File: src/rtl/array_arbiter_if.sv
// Client-side bus of array_arbiter: two clients issue read/write requests
// against one shared array, and get grant/read-data pulses back.
interface array_arbiter_if #(
  parameter int WIDTH      = 12,
  parameter int INDEX_BITS = 6
);
  logic [1:0]            req;
  logic [1:0]            wr;
  logic [INDEX_BITS-1:0] idx0;
  logic [INDEX_BITS-1:0] idx1;
  logic [WIDTH-1:0]      wdata0;
  logic [WIDTH-1:0]      wdata1;
  logic [1:0]            gnt;
  logic [1:0]            rvalid;
  logic [WIDTH-1:0]      rdata;
  logic                  busy;

  // Client side: issues requests, observes grants and read data
  modport master (
    output req, wr, idx0, idx1, wdata0, wdata1,
    input  gnt, rvalid, rdata, busy
  );

  // Arbiter side
  modport slave (
    input  req, wr, idx0, idx1, wdata0, wdata1,
    output gnt, rvalid, rdata, busy
  );
endinterface

File: src/rtl/array_arbiter.sv
// array_arbiter: two-client arbiter in front of a single-port array.
// One access at a time: IDLE -> WRITE -> IDLE (2 cycles) or
// IDLE -> READ -> RDATA -> IDLE (3 cycles). No request queueing.
// Optional build macro ARRAY_ARBITER_FIXED_PRIO_EN: client 0 always wins a
// dual request and the round-robin pointer is removed. Default is round-robin.
module array_arbiter #(
  parameter int WIDTH      = 12,
  parameter int DEPTH      = 64,
  parameter int INDEX_BITS = 6
) (
  input  logic                  clk,
  input  logic                  rst_n,
  array_arbiter_if.slave        bus,
  output logic                  put,
  output logic [INDEX_BITS-1:0] p_index,
  output logic [WIDTH-1:0]      p_val,
  output logic                  get,
  output logic [INDEX_BITS-1:0] g_index,
  input  logic [WIDTH-1:0]      g_val
);

  localparam logic [1:0] S_IDLE  = 2'd0;
  localparam logic [1:0] S_WRITE = 2'd1;
  localparam logic [1:0] S_READ  = 2'd2;
  localparam logic [1:0] S_RDATA = 2'd3;

  if ((1 << INDEX_BITS) < DEPTH) begin : g_depth_check
    $error("array_arbiter: INDEX_BITS too small to address DEPTH entries");
  end

  logic [1:0]            state;
  logic                  armed;   // low for the first edge after reset release
  logic                  pref;    // client preferred on a dual request
  logic                  sel;     // client chosen this cycle
  logic                  take;    // a new access is accepted this edge

  logic                  cli_p0;
  logic [INDEX_BITS-1:0] idx_p0;
  logic [WIDTH-1:0]      wdata_p0;

  // Pick a client: a lone requester always wins, a tie goes to pref
  always_comb begin
    sel = 1'b0;
    if (bus.req == 2'b11) sel = pref;
    else                  sel = bus.req[1];
  end

  assign take     = (state == S_IDLE) && armed && (bus.req != 2'b00);
  assign bus.busy = (state != S_IDLE);

`ifdef ARRAY_ARBITER_FIXED_PRIO_EN
  assign pref = 1'b0;
`else
  // Round-robin pointer: after serving a client, prefer the other one
  always_ff @(posedge clk or negedge rst_n) begin
    if (!rst_n)    pref <= 1'b0;
    else if (take) pref <= ~sel;
  end
`endif

  // ---- stage p0: capture the granted client's access
  // Latch the winning client's direction-independent payload
  always_ff @(posedge clk) begin
    if (take) begin
      cli_p0   <= sel;
      idx_p0   <= sel ? bus.idx1   : bus.idx0;
      wdata_p0 <= sel ? bus.wdata1 : bus.wdata0;
    end
  end

  // ---- stage p1/p2: array access and read-data return
  // Access FSM; every control output is a single-cycle pulse
  always_ff @(posedge clk or negedge rst_n) begin
    if (!rst_n) begin
      state      <= S_IDLE;
      armed      <= 1'b0;
      bus.gnt    <= 2'b00;
      bus.rvalid <= 2'b00;
      bus.rdata  <= '0;
      put        <= 1'b0;
      get        <= 1'b0;
      p_index    <= '0;
      p_val      <= '0;
      g_index    <= '0;
    end else begin
      armed      <= 1'b1;
      bus.gnt    <= 2'b00;
      bus.rvalid <= 2'b00;
      put        <= 1'b0;
      get        <= 1'b0;
      case (state)
        S_IDLE: begin
          if (take) begin
            bus.gnt <= sel ? 2'b10 : 2'b01;
            state   <= bus.wr[sel] ? S_WRITE : S_READ;
          end
        end
        S_WRITE: begin
          put     <= 1'b1;
          p_index <= idx_p0;
          p_val   <= wdata_p0;
          state   <= S_IDLE;
        end
        S_READ: begin
          get     <= 1'b1;
          g_index <= idx_p0;
          state   <= S_RDATA;
        end
        S_RDATA: begin
          bus.rdata  <= g_val;
          bus.rvalid <= cli_p0 ? 2'b10 : 2'b01;
          state      <= S_IDLE;
        end
        default: state <= S_IDLE;
      endcase
    end
  end

endmodule

File: src/flat_wrapper.sv
// flat-port wrapper written by rule: the top's interface ports become plain ports
module array_arbiter_flat 
#(
  parameter int WIDTH      = 12,
  parameter int DEPTH      = 64,
  parameter int INDEX_BITS = 6
)
  (clk, rst_n, put, p_index, p_val, get, g_index, g_val, bus_req, bus_wr, bus_idx0, bus_idx1, bus_wdata0, bus_wdata1, bus_gnt, bus_rvalid, bus_rdata, bus_busy);
  array_arbiter_if #(.WIDTH(WIDTH), .INDEX_BITS(INDEX_BITS)) bus_i ();
  input  logic clk;
  input  logic rst_n;
  output logic put;
  output logic [INDEX_BITS-1:0] p_index;
  output logic [WIDTH-1:0] p_val;
  output logic get;
  output logic [INDEX_BITS-1:0] g_index;
  input  logic [WIDTH-1:0] g_val;
  input wire logic [$bits(bus_i.req)-1:0] bus_req;
  input wire logic [$bits(bus_i.wr)-1:0] bus_wr;
  input wire logic [$bits(bus_i.idx0)-1:0] bus_idx0;
  input wire logic [$bits(bus_i.idx1)-1:0] bus_idx1;
  input wire logic [$bits(bus_i.wdata0)-1:0] bus_wdata0;
  input wire logic [$bits(bus_i.wdata1)-1:0] bus_wdata1;
  output wire logic [$bits(bus_i.gnt)-1:0] bus_gnt;
  output wire logic [$bits(bus_i.rvalid)-1:0] bus_rvalid;
  output wire logic [$bits(bus_i.rdata)-1:0] bus_rdata;
  output wire logic [$bits(bus_i.busy)-1:0] bus_busy;
  assign bus_i.req = bus_req;
  assign bus_i.wr = bus_wr;
  assign bus_i.idx0 = bus_idx0;
  assign bus_i.idx1 = bus_idx1;
  assign bus_i.wdata0 = bus_wdata0;
  assign bus_i.wdata1 = bus_wdata1;
  assign bus_gnt = bus_i.gnt;
  assign bus_rvalid = bus_i.rvalid;
  assign bus_rdata = bus_i.rdata;
  assign bus_busy = bus_i.busy;
  array_arbiter #(.WIDTH(WIDTH), .DEPTH(DEPTH), .INDEX_BITS(INDEX_BITS)) u_core (.clk(clk), .rst_n(rst_n), .bus(bus_i), .put(put), .p_index(p_index), .p_val(p_val), .get(get), .g_index(g_index), .g_val(g_val));
endmodule
File: config.mk
export PLATFORM = sky130hd
export DESIGN_NAME = array_arbiter_flat
export DESIGN_NICKNAME = d
export VERILOG_FILES = /design/src/rtl/array_arbiter_if.sv /design/src/rtl/array_arbiter.sv /design/src/flat_wrapper.sv
export SDC_FILE = /design/constraint.sdc
export NUM_CORES = 1
export LEC_CHECK = 0
export CAP_MARGIN = 10
export CORE_MARGIN = 2
export CORE_UTILIZATION = 47
export DETAILED_ROUTE_END_ITERATION = 8
export GPL_TIMING_DRIVEN = 0
export PLACE_DENSITY = 0.93
export SLEW_MARGIN = 20
export SYNTH_ARGS = -nofsm -noshare
export SYNTH_HDL_FRONTEND = slang
export SYNTH_SLANG_ARGS = --single-unit
File: constraint.sdc
create_clock -name clk -period 4.6 [get_ports clk]
set_clock_uncertainty 0.1 [all_clocks]
set_input_delay 0.69 -clock clk [delete_from_list [all_inputs] [get_ports clk]]
set_output_delay 0.69 -clock clk [all_outputs]
set_load 0.02 [all_outputs]
==> results of run 1 <==
## cell type report
class                      count  area (um2)
buffer                         6        56.3
clock buffer                  14         153
clock inverter                 2        37.5
fill                         364        1370
inverter                       2        10.0
multi-input combinational     75         790
sequential                    65        1720
tap                           70        87.6
timing repair buffer          97         976
## through the flow
| stage | power [mW] | instances | worst slack (ns) |
|---|---|---|---|
| global route | 2.65 | 331 | 2.13 |
| finish | 2.52 | 331 | 2.19 |
| floorplan | 1.56 | 148 | 2.88 |
| global placement | 2.03 | 314 | 1.52 |
| detailed placement | 2.08 | 315 | 2.25 |
| CTS | 2.55 | 331 | 2.17 |
## worst max path at each step
stage | slack (ns) | start | to | cells after the start
2_1_floorplan | 2.88 | bus_req[1] | u_core.pref | 4
3_3_place_gp | 1.52 | rst_n | u_core.p_val[3] | 1
3_5_place_dp | 2.25 | bus_req[0] | u_core.idx_p0[2] | 5
4_1_cts | 2.17 | u_core.state[1] | bus_busy | 2
5_1_grt | 2.13 | u_core.state[1] | bus_busy | 2
6_report | 2.19 | u_core.state[1] | bus_busy | 2
## state kept, by name, indices dropped and copies added (netlist names)
register / count
u_core.bus.rdata: 12
u_core.p_val: 12
u_core.wdata_p0: 12
u_core.g_index: 6
u_core.idx_p0: 6
u_core.p_index: 6
u_core.bus.gnt: 2
u_core.bus.rvalid: 2
u_core.state: 2
u_core.armed: 1
u_core.cli_p0: 1
u_core.get: 1
u_core.pref: 1
u_core.put: 1
## report_power, final
| group | total (mW) | switching (mW) | internal [mW] |
|---|---|---|---|
| combinational | 1.12 | 0.487 | 0.628 |
| sequential | 0.939 | 0.110 | 0.828 |
| clock | 0.466 | 0.199 | 0.266 |
## Yosys cell counts (all sizes together)
cell type and number:
or2 2, nor2 3, a21oi 1, nand3b 1, inv 2, buf 6
and3 1, conb 1, edfxtp 19, mux2 55, dfrtp 46, a21bo 1
a41o 1, nand2b 1, a2bb2oi 1, nand2 3, and2 1, nor2b 3
## metal layers
metal	GRT usage	up-vias	part of all wire
met5	0	-	0
met4	0.0789	0	0.0075
met1	0.217	797	0.42
li1	-	743	-
met2	0.322	59	0.52
met3	0.0460	3	0.052
## logic make-up after synthesis
kind of cell | after synthesis
flip-flops | 65
multiplexers | 55
AND/OR/NAND/NOR | 15
buffers and inverters | 8
AO/OA/AOI/OAI | 4
other | 1
==> impl_metrics.toml, run 1 <==
[final_layout]
final_common_cell = "clkdlybuf4s50_1"
nNetsFinal = 310
insertedDiodeCount = 0
drive_gt1_frac = 0.310
final_cell_mix = "95 x clkdlybuf4s50_1, 46 x dfrtp_1, 45 x mux2_2, 19 x edfxtp_1"
fin_util = 0.736
final_area_um2 = 3830
syn_to_final_growth_pct = 48.6

[floorplanning]
ioPinCount = 97
dieArea_um2 = 6090
initial_core_util = 0.495
fp.dieH_um = 78.1
die_w_um = 78.1
num_rows = 26
core_um2 = 5200

[logic_synthesis]
synth.net_count = 202
yosys.area.top_type = "dfrtp_1"
synth_top_family_by_area = "multiplexers"
synth_top_area_frac = 0.447
ys_warn_count = 0
muxShareOfSynthArea = 0.255
yosys_register_bits = 65
synth_compound_area_frac = 0.0131
netlist_instances = 148
ys_top_cells_by_area = "dfrtp_1 45%, edfxtp_1 22%, mux2_2 20%, mux2_4 5.8%, buf_12 0.78%"
synth-xor-area-share = 0
syn_avg_cell_area_um2 = 17.4
syn-cell-area_um2 = 2580
synth-adder-area-share = 0
yosys.area_share.simple = 0.0369
synth-seq-area-share = 0.668
synth.distinct_cells = 23

[setup_path]
crit_arrival_ns = 1.62
slowest_stage = "clkdlybuf4s50_1"
worstPathRequired_ns = 3.81
crit_type = "flip-flop to primary output"
critical_path.max_fanout = 6
cpPeakStageDelay_ns = 0.55
crit_buf_inv = 1
worst-r2r-cell-count = 4
regToRegEndpoint = "u_core.idx_p0[5]"
worst-r2r-setup-slack_ns = 2.96
r2r_start = "u_core.pref"
path_cells = "or2_2, clkdlybuf4s50_1"
crit_family = "buffers and inverters"
worst_setup_path_start_kind = "flip-flop"
endpoint_kind = "primary output"

[detailed_routing]
firstDrtPassIters = 4
wl_per_cell_um = 15.3
ant_nets = 0
drtIter0Drc = 54
viasPerCell = 4.84
wirelength_um = 5070
drc_errors = 0
via_count = 1602

[place]
gp_congestion = 0.705
portBuffers = 96
postPlaceCellArea_um2 = 3640
dp_hpwl_um = 3700

[clocking]
clockBufferDepth = 2
numCtsBuffers = 9
post-cts-setup-buffers = 0
cts_resized = 0
cts_tree = "built"
clk_transition_reported_paths_ns = 0.07
cts_sinks = 65
h-tree-depth = 3
clock-root-buffer = "clkbuf_8"
ctsHoldBuffers = 0
clk_latency_ns = 0.32

[timing]
finalCriticalPeriod_ns = 2.41
setup-tns-final_ns = 0
rsz0062_at_grt = "false"
hold_viol = 0
timing.fmax_mhz = 415
drv_slew = 0
setup_viol = 0
whs_ns = 0.201
period_share = 0.524

[global_route]
first_global_vias = 1796
antenna_found_initial = 0
grt_pass1_wl_um = 8510
grt_start_max_net_pins = 30
track_usage = 0.185
gr-total-overflow = 0

[outcome]
outcome = "complete, no violations"

[run]
max_cap_violations = 0

[pwr]
vdd_drop_max_mv = 0.343
leakagePower_nw = 1.56
power_density_nw_per_um2 = 658

[hold_path]
hold_class = "primary input to asynchronous set/reset pin"
Note: power is estimated with default switching activity, not from simulation.
==> run 2, diff against run 1 <==
Settings changed: CORE_UTILIZATION 47 to 44, PLACE_DENSITY 0.93 to 0.88.
Clock period 4.6 ns to 2.37 ns, I/O delays scaled along.
==> run 2 against run 1 <==
  * Final area about the same
  * Clock power increased by 79%
  * Routed wire length decreased by 3.4%
  * Sequential cell count unchanged
==> impl_metrics.toml, run 2 (same netlist as run 1, synthesis figures left out) <==
[outcome]
outcome = "complete, no violations"

[place]
dp_hpwl_um = 3580
portBuffers = 96
gp_congestion = 0.724

[hold_path]
holdPathStages = 1
hold_start = "u_core.cli_p0"
hold_class = "flip-flop to flip-flop"

[detailed_routing]
wl_per_cell_um = 14.7
viasPerCell = 4.76
drc_errors = 0
wirelength_um = 4900
firstDrtPassIters = 4
ant_nets = 0
via_count = 1591
drtIter0Drc = 69

[floorplanning]
core_um2 = 5570
ioPinCount = 97
fp.dieH_um = 80.5
num_rows = 27
dieArea_um2 = 6490
initial_core_util = 0.462
die_w_um = 80.5

[clocking]
cts_resized = 0
clk_latency_ns = 0.32
h-tree-depth = 3
cts_tree = "built"
clk_transition_reported_paths_ns = 0.06
numCtsBuffers = 9
post-cts-setup-buffers = 0
clockBufferDepth = 2
cts_sinks = 65
clock-root-buffer = "clkbuf_8"

[setup_path]
worst_setup_path_start_kind = "flip-flop"
endpoint_kind = "primary output"
worstPathRequired_ns = 1.91
r2r_start = "u_core.state[0]"
worst-r2r-setup-slack_ns = 0.74
regToRegEndpoint = "u_core.pref"
crit_arrival_ns = 1.60
critical_path.max_fanout = 6
crit_end = "bus_busy"
crit_path_start = "u_core.state[1]"
worst-r2r-cell-count = 4
crit_type = "flip-flop to primary output"

[global_route]
grt_start_max_net_pins = 31
track_usage = 0.166
grt_pass1_wl_um = 7700
antenna_found_initial = 0
gr-total-overflow = 0
first_global_vias = 1656

[final_layout]
nNetsFinal = 311
syn_to_final_growth_pct = 48.7
insertedDiodeCount = 0
final_common_cell = "clkdlybuf4s50_1"
drive_gt1_frac = 0.309
nFillCells = 417
top_regs = "u_core.bus.rdata: 12 flops, u_core.p_val: 12 flops, u_core.wdata_p0: 12 flops"
final_cell_mix = "95 x clkdlybuf4s50_1, 46 x dfrtp_1, 45 x mux2_2, 19 x edfxtp_1, 12 x clkbuf_8"

[timing]
setup-tns-final_ns = 0
timing.fmax_mhz = 487
finalCriticalPeriod_ns = 2.05
period_share = 0.867
setup_viol = 0
hold_viol = 0
rsz0062_at_grt = "false"
drv_slew = 0

[pwr]
power_mw = 4.80
vdd_drop_max_mv = 0.607
power_density_nw_per_um2 = 1250
leakagePower_nw = 1.57

[run]
max_cap_violations = 0
[run 2: cell count changes in the layout (fill, tap and decap cells not counted)]
cell           change
clkbuf_8           +2
bufinv_16          -1
dlygate4sd3_1      +1
clkinvlp_4         -1
[run 2: critical path, stage by stage, from the launching register on]
cell	delay, ns
dfrtp_1	0.43
or2_2	0.30
clkdlybuf4s50_1	0.54
[run 2: area by class of cell]
type	instances	area, um2	share of cell area
sequential	65	1720	0.449
clock buffer	16	180	0.0470
multi-input combinational	75	790	0.206
buffer	6	56.3	0.0147
inverter	2	10.0	0.00261
timing repair buffer	98	986	0.257
tap	72	90.1	0.0235
[run 2: metrics by stage]
step	setup slack [ns]	utilization	hold slack, ns	instance area [um2]	cells
final	0.315	0.688	0.323	3830	334
after global routing	0.265	0.688	0.335	3830	334
after floorplan	0.874	-	-0.0401	2580	148
after detailed placement	0.370	0.654	0.211	3640	317
after CTS	0.302	0.688	0.322	3830	334
after global placement	-0.377	0.651	0.309	3630	316
[run 2: worst min-delay path by stage]
stage,slack (ns),to
finish,0.32,u_core.bus.rvalid[0]
global placement,0.31,u_core.bus.rvalid[0]
CTS,0.32,u_core.bus.rvalid[0]
global route,0.34,u_core.bus.rvalid[0]
detailed placement,0.21,u_core.put
floorplan,-0.04,u_core.armed
[run 2: power breakdown]
part	internal (mW)	total (mW)	switching, mW
sequential	1.61	1.82	0.208
clock	0.468	0.835	0.367
combinational	1.22	2.15	0.930
[run 2: metal layers]
layer | vias to the layer above | wire, um | share of wire | global-route usage
met1 | 771 | 1970 | 0.40 | 0.187
met5 | - | 0 | 0 | 0
met4 | 0 | 61 | 0.012 | 0.0864
met3 | 7 | 353 | 0.072 | 0.0528
li1 | 749 | - | - | -
met2 | 64 | 2510 | 0.51 | 0.279
[run 2: repair_timing]
action / 4_1_cts / 5_1_grt
hold buffers: 1 / 0
endpoints found under the hold margin: 16 / 0
setup endpoints to repair: 0 / 0
==> run 3, diff against run 2 <==
Settings changed: ABC_CLOCK_PERIOD_IN_PS from default to 2370, SKIP_CTS_REPAIR_TIMING from default to 1.
==> results of run 3 <==
Same layout as run 2: the final DEF is identical, and so are final timing and power.
Main changes from that run: wire length of the first global-routing pass 7700 um -> 7670 um; via count of the first global-routing pass 1656 -> 1644; overall routing resource usage 0.166 -> 0.165; met2 usage 0.279 -> 0.278
